===== config.mk =====
export PLATFORM = sky130hd
export DESIGN_NAME = clkrst_seq
export DESIGN_NICKNAME = d
export VERILOG_FILES = /design/src/rtl/clkrst_pkg.sv /design/src/rtl/sync_2ff.sv /design/src/rtl/clkrst_seq.sv
export SDC_FILE = /design/constraint.sdc
export NUM_CORES = 1
export LEC_CHECK = 0
export CORE_MARGIN = 8
export CORE_UTILIZATION = 51
export CTS_CLUSTER_SIZE = 10
export DETAILED_ROUTE_END_ITERATION = 12
export HOLD_SLACK_MARGIN = 0.1
export PLACE_DENSITY = 0.77
export SKIP_CTS_REPAIR_TIMING = 1
export SYNTH_ARGS = -nofsm -noshare
export SYNTH_HDL_FRONTEND = slang
export SYNTH_HIERARCHICAL = 1
export SYNTH_SLANG_ARGS = --single-unit

===== constraint.sdc =====
create_clock -name clk -period 2.4 [get_ports clk]
set_input_delay 0.48 -clock clk [delete_from_list [all_inputs] [get_ports clk]]
set_output_delay 0.48 -clock clk [all_outputs]
set_load 0.01 [all_outputs]

===== src/rtl/clkrst_pkg.sv =====
// Shared definitions for the clock/reset sequencer: FSM state encoding,
// retry counter geometry and a helper that sizes the sequencing counter.
package clkrst_pkg;

  typedef enum logic [2:0] {
    ST_PLL_RST   = 3'd0,
    ST_WAIT_LOCK = 3'd1,
    ST_FILTER    = 3'd2,
    ST_RELEASE   = 3'd3,
    ST_RUN       = 3'd4
  } state_e;

  localparam int                 RETRY_W   = 8;
  localparam logic [RETRY_W-1:0] RETRY_MAX = '1;

  function automatic int max2(input int a, input int b);
    return (a > b) ? a : b;
  endfunction

  // Width needed for a counter that must hold the largest of four limits
  // without wrapping.
  function automatic int cnt_width(input int a, input int b, input int c, input int d);
    int m;
    m = max2(max2(a, b), max2(c, d));
    return (m < 2) ? 1 : $clog2(m + 1);
  endfunction

endpackage


===== src/rtl/sync_2ff.sv =====
// Two-flop synchroniser for one asynchronous level signal into the clk
// domain. Output lags the input by two clk edges.
module sync_2ff (
  input  logic clk,
  input  logic rst_n,
  input  logic d,
  output logic q
);

  logic meta_q, meta_d;
  logic sync_q, sync_d;

  // Shift the asynchronous input through the two synchroniser stages.
  always_comb begin
    meta_d = d;
    sync_d = meta_q;
  end

  // Synchroniser flops, cleared by the synchronous reset.
  always_ff @(posedge clk) begin
    // NOTE: non-blocking (<=) so each flop samples its pre-edge input; with
    // blocking assignments the two stages would collapse into one.
    if (!rst_n) begin
      meta_q <= 1'b0;
      sync_q <= 1'b0;
    end else begin
      meta_q <= meta_d;
      sync_q <= sync_d;
    end
  end

  assign q = sync_q;

endmodule


===== src/rtl/clkrst_seq.sv =====
// Clock/reset sequencer: pulses the PLL reset, waits for (filtered) lock on
// all monitored clocks, then releases the domain resets one by one with a
// fixed stagger. Lock loss or force_rst collapses everything back to
// PLL_RST; lock timeouts retry the PLL and are counted (saturating).
module clkrst_seq
  import clkrst_pkg::*;
#(
  parameter int DOMAINS        = 3,
  parameter int LOCKS          = 3,
  parameter int PLL_RST_CYCLES = 16,
  parameter int LOCK_FILTER    = 64,
  parameter int STAGGER        = 8,
  parameter int LOCK_TIMEOUT   = 65535
) (
  input  logic               clk,
  input  logic               rst_n,
  input  logic [LOCKS-1:0]   locked_in,
  input  logic               force_rst,
  output logic               pll_rst,
  output logic [DOMAINS-1:0] rst_out,
  output logic               ready,
  output logic               lock_lost,
  output logic               timeout_err,
  output logic [7:0]         retry_count
);

  localparam int REL_LEN = DOMAINS * STAGGER;
  localparam int CW      = cnt_width(PLL_RST_CYCLES, LOCK_FILTER, REL_LEN, LOCK_TIMEOUT);

  // Terminal counts: each state leaves when its counter sits on the last value.
  localparam logic [CW-1:0] PLL_LAST  = CW'(PLL_RST_CYCLES - 1);
  localparam logic [CW-1:0] TMO_LAST  = CW'(LOCK_TIMEOUT - 1);
  localparam logic [CW-1:0] FILT_LAST = CW'(LOCK_FILTER - 1);
  localparam logic [CW-1:0] REL_LAST  = CW'(REL_LEN - 1);
  localparam logic [CW-1:0] CNT_ONE   = CW'(1);

  // ---------------------------------------------------------------------
  // Lock synchronisation
  // ---------------------------------------------------------------------
  logic [LOCKS-1:0] locked_sync;
  logic             all_locked;

  for (genvar g = 0; g < LOCKS; g++) begin : g_sync
    sync_2ff u_sync (
      .clk   (clk),
      .rst_n (rst_n),
      .d     (locked_in[g]),
      .q     (locked_sync[g])
    );
  end

  assign all_locked = &locked_sync;

  // ---------------------------------------------------------------------
  // State, counters and registered outputs
  // ---------------------------------------------------------------------
  state_e               state_q, state_d;
  logic [CW-1:0]        cnt_q, cnt_d;
  logic [RETRY_W-1:0]   retry_q, retry_d;
  logic                 pll_rst_q, pll_rst_d;
  logic [DOMAINS-1:0]   rst_out_q, rst_out_d;
  logic                 ready_q, ready_d;
  logic                 lock_lost_q, lock_lost_d;
  logic                 timeout_err_q, timeout_err_d;

  // Next-state, counter, retry and event-pulse logic.
  always_comb begin
    // NOTE: every variable gets a default before any branch so no path
    // leaves one unassigned, which would otherwise infer a latch.
    state_d       = state_q;
    cnt_d         = cnt_q;
    retry_d       = retry_q;
    lock_lost_d   = 1'b0;
    timeout_err_d = 1'b0;

    if (force_rst) begin
      // Restart from scratch; not a fault, so no lock_lost and no retry.
      state_d = ST_PLL_RST;
      cnt_d   = '0;
    end else begin
      unique case (state_q)
        ST_PLL_RST: begin
          if (cnt_q == PLL_LAST) begin
            state_d = ST_WAIT_LOCK;
            cnt_d   = '0;
          end else begin
            cnt_d = cnt_q + CNT_ONE;
          end
        end

        ST_WAIT_LOCK: begin
          if (all_locked) begin
            // This cycle is the first of the consecutive locked cycles.
            if (LOCK_FILTER <= 1) begin
              state_d = ST_RELEASE;
              cnt_d   = '0;
            end else begin
              state_d = ST_FILTER;
              cnt_d   = CNT_ONE;
            end
          end else if (cnt_q == TMO_LAST) begin
            state_d       = ST_PLL_RST;
            cnt_d         = '0;
            timeout_err_d = 1'b1;
            if (retry_q != RETRY_MAX) begin
              retry_d = retry_q + 8'd1;
            end
          end else begin
            cnt_d = cnt_q + CNT_ONE;
          end
        end

        ST_FILTER: begin
          if (!all_locked) begin
            // Lock bounced: restart the wait with a fresh timeout window.
            state_d = ST_WAIT_LOCK;
            cnt_d   = '0;
          end else if (cnt_q == FILT_LAST) begin
            state_d = ST_RELEASE;
            cnt_d   = '0;
          end else begin
            cnt_d = cnt_q + CNT_ONE;
          end
        end

        ST_RELEASE: begin
          if (!all_locked) begin
            state_d = ST_PLL_RST;
            cnt_d   = '0;
          end else if (cnt_q == REL_LAST) begin
            state_d = ST_RUN;
            cnt_d   = '0;
          end else begin
            cnt_d = cnt_q + CNT_ONE;
          end
        end

        ST_RUN: begin
          if (!all_locked) begin
            state_d     = ST_PLL_RST;
            cnt_d       = '0;
            lock_lost_d = 1'b1;
          end
        end

        default: begin
          state_d = ST_PLL_RST;
          cnt_d   = '0;
        end
      endcase
    end
  end

  // Output decode from the next state so the outputs come straight from
  // flops (glitch-free resets) yet change in the same cycle as the state.
  always_comb begin
    pll_rst_d = (state_d == ST_PLL_RST);
    ready_d   = (state_d == ST_RUN);
    rst_out_d = '1;
    for (int i = 0; i < DOMAINS; i++) begin
      // Domain i is released once the release counter passes its slot; all
      // bits reassert together whenever RELEASE/RUN is left.
      rst_out_d[i] = !((state_d == ST_RUN) ||
                       ((state_d == ST_RELEASE) && (cnt_d >= CW'(i * STAGGER))));
    end
  end

  // Sequencer registers; rst_n forces the safe PLL_RST picture at once.
  always_ff @(posedge clk) begin
    if (!rst_n) begin
      state_q       <= ST_PLL_RST;
      cnt_q         <= '0;
      retry_q       <= '0;
      pll_rst_q     <= 1'b1;
      rst_out_q     <= '1;
      ready_q       <= 1'b0;
      lock_lost_q   <= 1'b0;
      timeout_err_q <= 1'b0;
    end else begin
      state_q       <= state_d;
      cnt_q         <= cnt_d;
      retry_q       <= retry_d;
      pll_rst_q     <= pll_rst_d;
      rst_out_q     <= rst_out_d;
      ready_q       <= ready_d;
      lock_lost_q   <= lock_lost_d;
      timeout_err_q <= timeout_err_d;
    end
  end

  assign pll_rst     = pll_rst_q;
  assign rst_out     = rst_out_q;
  assign ready       = ready_q;
  assign lock_lost   = lock_lost_q;
  assign timeout_err = timeout_err_q;
  assign retry_count = retry_q;

endmodule


==> results of run 1 <==
## routing by layer
layer,up-vias,global-route usage,wire length [µm]
met2,86,0.282,2670
met4,0,0.0737,86
met3,8,0.0394,403
li1,1042,-,-
met5,-,0,0
met1,1004,0.214,2420
## flip-flops by register name, indices dropped and copies added, names as in the netlist
register,cells
cnt_q,16
retry_count,8
g_sync.u_sync/meta_q,3
g_sync.u_sync/q,3
rst_out,3
state_q,3
lock_lost,1
pll_rst,1
ready,1
timeout_err,1
## metrics by stage
step	utilization	hold WS, ps	setup WS (ps)
final	0.654	438	70.1
after CTS	0.641	441	-55.3
after global placement	0.622	413	-20.1
after global routing	0.654	447	-40.7
after detailed placement	0.622	423	-20.4
after floorplan	-	412	24.3
## layout make-up
cell class                 count  area share
tap                           52      0.0233
sequential                    40       0.289
inverter                       3     0.00404
clock inverter                 2     0.00448
multi-input combinational    197       0.478
timing repair buffer          59       0.177
clock buffer                   5      0.0247
## cell families (layout without fill, tap and decap cells)
| family | count (synthesis) | count (layout) | share of synthesized area |
|---|---|---|---|
| xor+xnor | 10 | 10 | 0.0399 |
| fa+ha+maj | 3 | 3 | 0.0171 |
| flops | 40 | 40 | 0.364 |
| simple gates | 127 | 127 | 0.347 |
| compound gates | 55 | 55 | 0.170 |
| buf+inv | 21 | 69 | 0.0524 |
| mux | 2 | 2 | 0.00911 |
## where the power goes
part,total (µW),internal (µW),switching (µW)
clock,434,197,237
sequential,674,670,4.26
combinational,33.0,16.8,16.2
## final timing paths
| check | from | end | slack [ps] | depth (start not counted) |
|---|---|---|---|---|
| setup / recovery | cnt_q[8] | rst_out[1] | 70 | 8 |
| hold / removal | g_sync[0].u_sync/meta_q | g_sync[0].u_sync/q | 440 | 1 |
| setup reg to reg | cnt_q[8] | rst_out[1] | 70 | 8 |
| hold reg to reg | g_sync[0].u_sync/meta_q | g_sync[0].u_sync/q | 440 | 1 |
## Yosys cell counts (5+ instances only)
cell,count
a21oi_1,18
and2_1,16
and3_1,9
buf_2,5
clkbuf_1,7
dfxtp_1,40
nand2_1,18
nand3_1,14
nor2_1,21
nor3_1,9
o21ai_0,9
xnor2_1,6
## worst max-delay path, delay by kind of cell (launching register included)
| kind | cells | cell delay, ps |
|---|---|---|
| simple gates | 7 | 1490 |
| compound gates | 1 | 320 |
| flops | 1 | 420 |
==> results.yml, run 1 <==
die:
  io_pins: 21
  initial_core_util: 0.515
  die_w_um: 81.6
  rows: 24
  die_h_um: 81.6
  core_um2: 4260
  die_area_um2: 6660
clock_network:
  cts_tree: "done"
  clock-root-buffer: "clkbuf_8"
  clkTransAtPathRegs_ps: 80
  clockBufferDepth: 2
  h-tree-depth: 2
  clk_latency_ps: 300
  cts.sinks: 40
  numCtsBuffers: 5
sta:
  fmax_mhz: 429
  finalClockSkew_ps: 3.94
  min_period_over_period: 0.971
  finalCriticalPeriod_ps: 2330
  tns_ps: 0
  slew_violations: 0
  relSlewSlack: 0.739
  tightestPinTransition_ps: 388
  finalSetupViolations: 0
  hold_violations: 0
  rsz0062_at_grt: "yes"
synthesis:
  synth_area_leaders: "dfxtp_1 (36%), and2_1 (4.6%), a21oi_1 (4.1%), nor2_1 (3.6%), nand3_1 (3.2%)"
  synthArstFlopShare: 0
  syn_area_per_cell_um2: 8.52
  ys_dominant_reg_cell: "dfxtp_1"
  synth-edff-count: 0
  yosysTopAreaCell: "dfxtp_1"
  yosysTopAreaCellShare: 0.364
  syn_nets: 267
  yosysSeqAreaShare: 0.364
  ys_types: 58
  ys_ff_latch: 40
  syn_inst: 258
  yosysWarnings: 6
  netlist_area_um2: 2200
setup_path:
  criticalPathCategory: "reg2reg"
  critPathSlowestCell: "or4_4"
  arrival_ps: 2530
  crit_fanout: 5
  cp_slowest_stage_delay_ps: 570
  cp.required_ps: 2610
  endpoint_kind: "flip-flop"
  start_kind: "flip-flop"
  crit_chain: "and3_1 -> nand2_1 -> or4_4 -> nand3_1 -> and2_4 -> or4b_4 -> nand3_2 -> o41ai_2"
min_path:
  hp-class: "reg2reg"
cells_and_area:
  regArea_um2: 806
  nNetsFinal: 315
  drive_above_1_share: 0.245
  antennaDiodeCount: 0
  multi_input_area_um2: 1330
  final_cell_mix: "buf_4 (39), dfxtp_1 (36), nor2_1 (21), clkdlybuf4s50_1 (20), a21oi_1 (18)"
  finalNonFillerCells: 358
  fillers: 351
  fin_area_um2: 2790
  area_growth_pct: 27.0
  final_common_cell: "buf_4"
grt:
  grt_pass1_wl_um: 9050
  grt_overflow: 0
  antenna_found_initial: 0
  grt_max_degree: 19
  grtUsageTotal: 0.173
  grt_pass1_vias: 1947
drt:
  wl_per_cell_um: 15.6
  postRouteAntennaNets: 0
  drc_errors: 0
  first_pass_iters: 5
  drt_iter0_drc: 229
  via_per_inst: 5.98
  drt_wl_total_um: 5580
  via_count: 2140
power_and_ir_drop:
  powerDensity_nw_per_um2: 409
  ir_drop_uv: 371
  finalPower_uw: 1140
  p_leak_uw: 0.00111
placement:
  place_inst: 351
  io_buffers: 20
  placed_cell_area_um2: 2650
  gp_congestion: 0.950
  place_hpwl_um: 4020
outcome:
  run_status: "finished, final reports clean"
job:
  cap_violations: 0
(Power assumes the default switching activity.)
==> inputs of run 2 (changes only) <==
CTS_BUF_LIST = sky130_fd_sc_hd__clkbuf_4 sky130_fd_sc_hd__clkbuf_8 sky130_fd_sc_hd__clkbuf_16   (was not set)
==> results of run 2 <==
Final layout, timing and power as in run 1 (identical DEF).
==> inputs of run 3 (changes only) <==
clock period = 1.91 ns   (was 2.4 ns; I/O delays follow)
==> results.yml, run 3 (synthesis gave the netlist of run 1 again) <==
setup_path:
  crit_fanout: 3
  endpoint_kind: "flip-flop"
  criticalPathCategory: "reg2reg"
  critPathMostFrequentCell: "buf_4"
  critPathSlowestCell: "dfxtp_1"
  cp.required_ps: 2130
  arrival_ps: 2740
  cp_slowest_stage_delay_ps: 350
  crit_chain: "nor4_4 -> buf_4 -> and3_1 -> a31oi_2 -> nor3b_2 -> nand3_1 -> buf_4 -> a22oi_2 -> nand3_2 -> buf_4 -> o31ai_2"
  start_kind: "flip-flop"
grt:
  antenna_found_initial: 0
  grt_overflow: 0
  grt_pass1_vias: 2151
  grt_pass1_wl_um: 10700
  grtUsageTotal: 0.208
  grt_max_degree: 19
outcome:
  run_status: "finished with violations"
  violations: "setup timing"
sta:
  finalSetupViolations: 29
  min_period_over_period: 1.32
  fin_ws_ps: -607
  tightestPinTransition_ps: 513
  relSlewSlack: 0.653
  rsz0062_at_grt: "yes"
  finalCriticalPeriod_ps: 2520
  slew_violations: 0
  hold_violations: 0
  fmax_mhz: 397
  finalClockSkew_ps: 6.43
drt:
  via_per_inst: 6.23
  wl_per_cell_um: 19.2
  first_pass_iters: 5
  drt_iter0_drc: 433
  drc_errors: 0
  postRouteAntennaNets: 0
  drt_wl_total_um: 7730
  via_count: 2503
clock_network:
  clkTransAtPathRegs_ps: 80
  numCtsBuffers: 5
  cts_tree: "done"
  clock-root-buffer: "clkbuf_8"
  cts.sinks: 40
  clk_latency_ps: 300
  h-tree-depth: 2
  clockBufferDepth: 2
cells_and_area:
  nNetsFinal: 359
  drive_above_1_share: 0.426
  regMostFlops: "cnt_q"
  antennaDiodeCount: 0
  area_growth_pct: 51.0
  finish.utilization: 0.778
  final_common_cell: "buf_4"
  final_cell_mix: "buf_4 (77), dfxtp_1 (28), clkdlybuf4s50_1 (20), nor2_1 (19), nand2_1 (16)"
  largest_reg_flops: 16
power_and_ir_drop:
  ir_drop_uv: 412
  finalPower_uw: 1450
  p_leak_uw: 0.00137
  powerDensity_nw_per_um2: 438
die:
  die_area_um2: 6660
  initial_core_util: 0.515
  core_um2: 4260
  io_pins: 21
  die_w_um: 81.6
  rows: 24
  die_h_um: 81.6
placement:
  io_buffers: 20
  place_hpwl_um: 4890
  gp_congestion: 0.958
min_path:
  hp-class: "reg2reg"
job:
  cap_violations: 0
## run 3: cell types whose count changed in the layout (fill, tap and decap cells not counted), moves of 3 or more
cell / previous run / this run
dfxtp_2: 4 / 10
o21ai_0: 9 / 5
buf_4: 39 / 77
buf_6: 0 / 4
o21ai_1: 0 / 4
a21oi_1: 18 / 15
dfxtp_1: 36 / 28
## run 3: report_power, final
group          total, µW  internal, µW  switching (µW)
registers            846           840            6.20
logic               59.8          29.2            30.5
clock network        546           247             299
total               1450          1120             336
## run 3: area by class of cell
| type | count | area, µm² |
|---|---|---|
| timing repair buffer | 103 | 863 |
| fill | 265 | 946 |
| multi-input combinational | 197 | 1480 |
| clock buffer | 5 | 68.8 |
| inverter | 3 | 11.3 |
| clock inverter | 2 | 12.5 |
| sequential | 40 | 821 |
| tap | 52 | 65.1 |
## run 3: per-layer routing
layer  routed length [µm]  GRT usage
met1                 3080      0.276
met3                  727     0.0405
met4                  214     0.0667
met5                    0          0
met2                 3720      0.331
## run 3: per-stage QoR
stage / instances / TNS, ps / hold slack [ps] / worst slack [ps] / instance area [µm²]
floorplan: 258 / -6570 / 412 / -407 / 2260
global placement: 386 / -7480 / 416 / -397 / 2960
finish: 402 / -10580 / 438 / -607 / 3320
CTS: 393 / -8910 / 439 / -469 / 3040
detailed placement: 386 / -8110 / 421 / -433 / 2960
global route: 402 / -12970 / 445 / -691 / 3320
## run 3: worst paths after layout
kind | from | end | slack (ps) | cells after the start
min | g_sync[2].u_sync/meta_q | g_sync[2].u_sync/q | 440 | 1
max | cnt_q[13] | rst_out[2] | -610 | 11
min reg2reg | g_sync[2].u_sync/meta_q | g_sync[2].u_sync/q | 440 | 1
max reg2reg | cnt_q[13] | rst_out[2] | -610 | 11
## run 3: worst max-delay path, delay by kind of cell, from the launching register on
| kind | cells | cell delay (ps) |
|---|---|---|
| compound gates | 3 | 480 |
| buf+inv | 3 | 510 |
| flops | 1 | 350 |
| simple gates | 5 | 1080 |
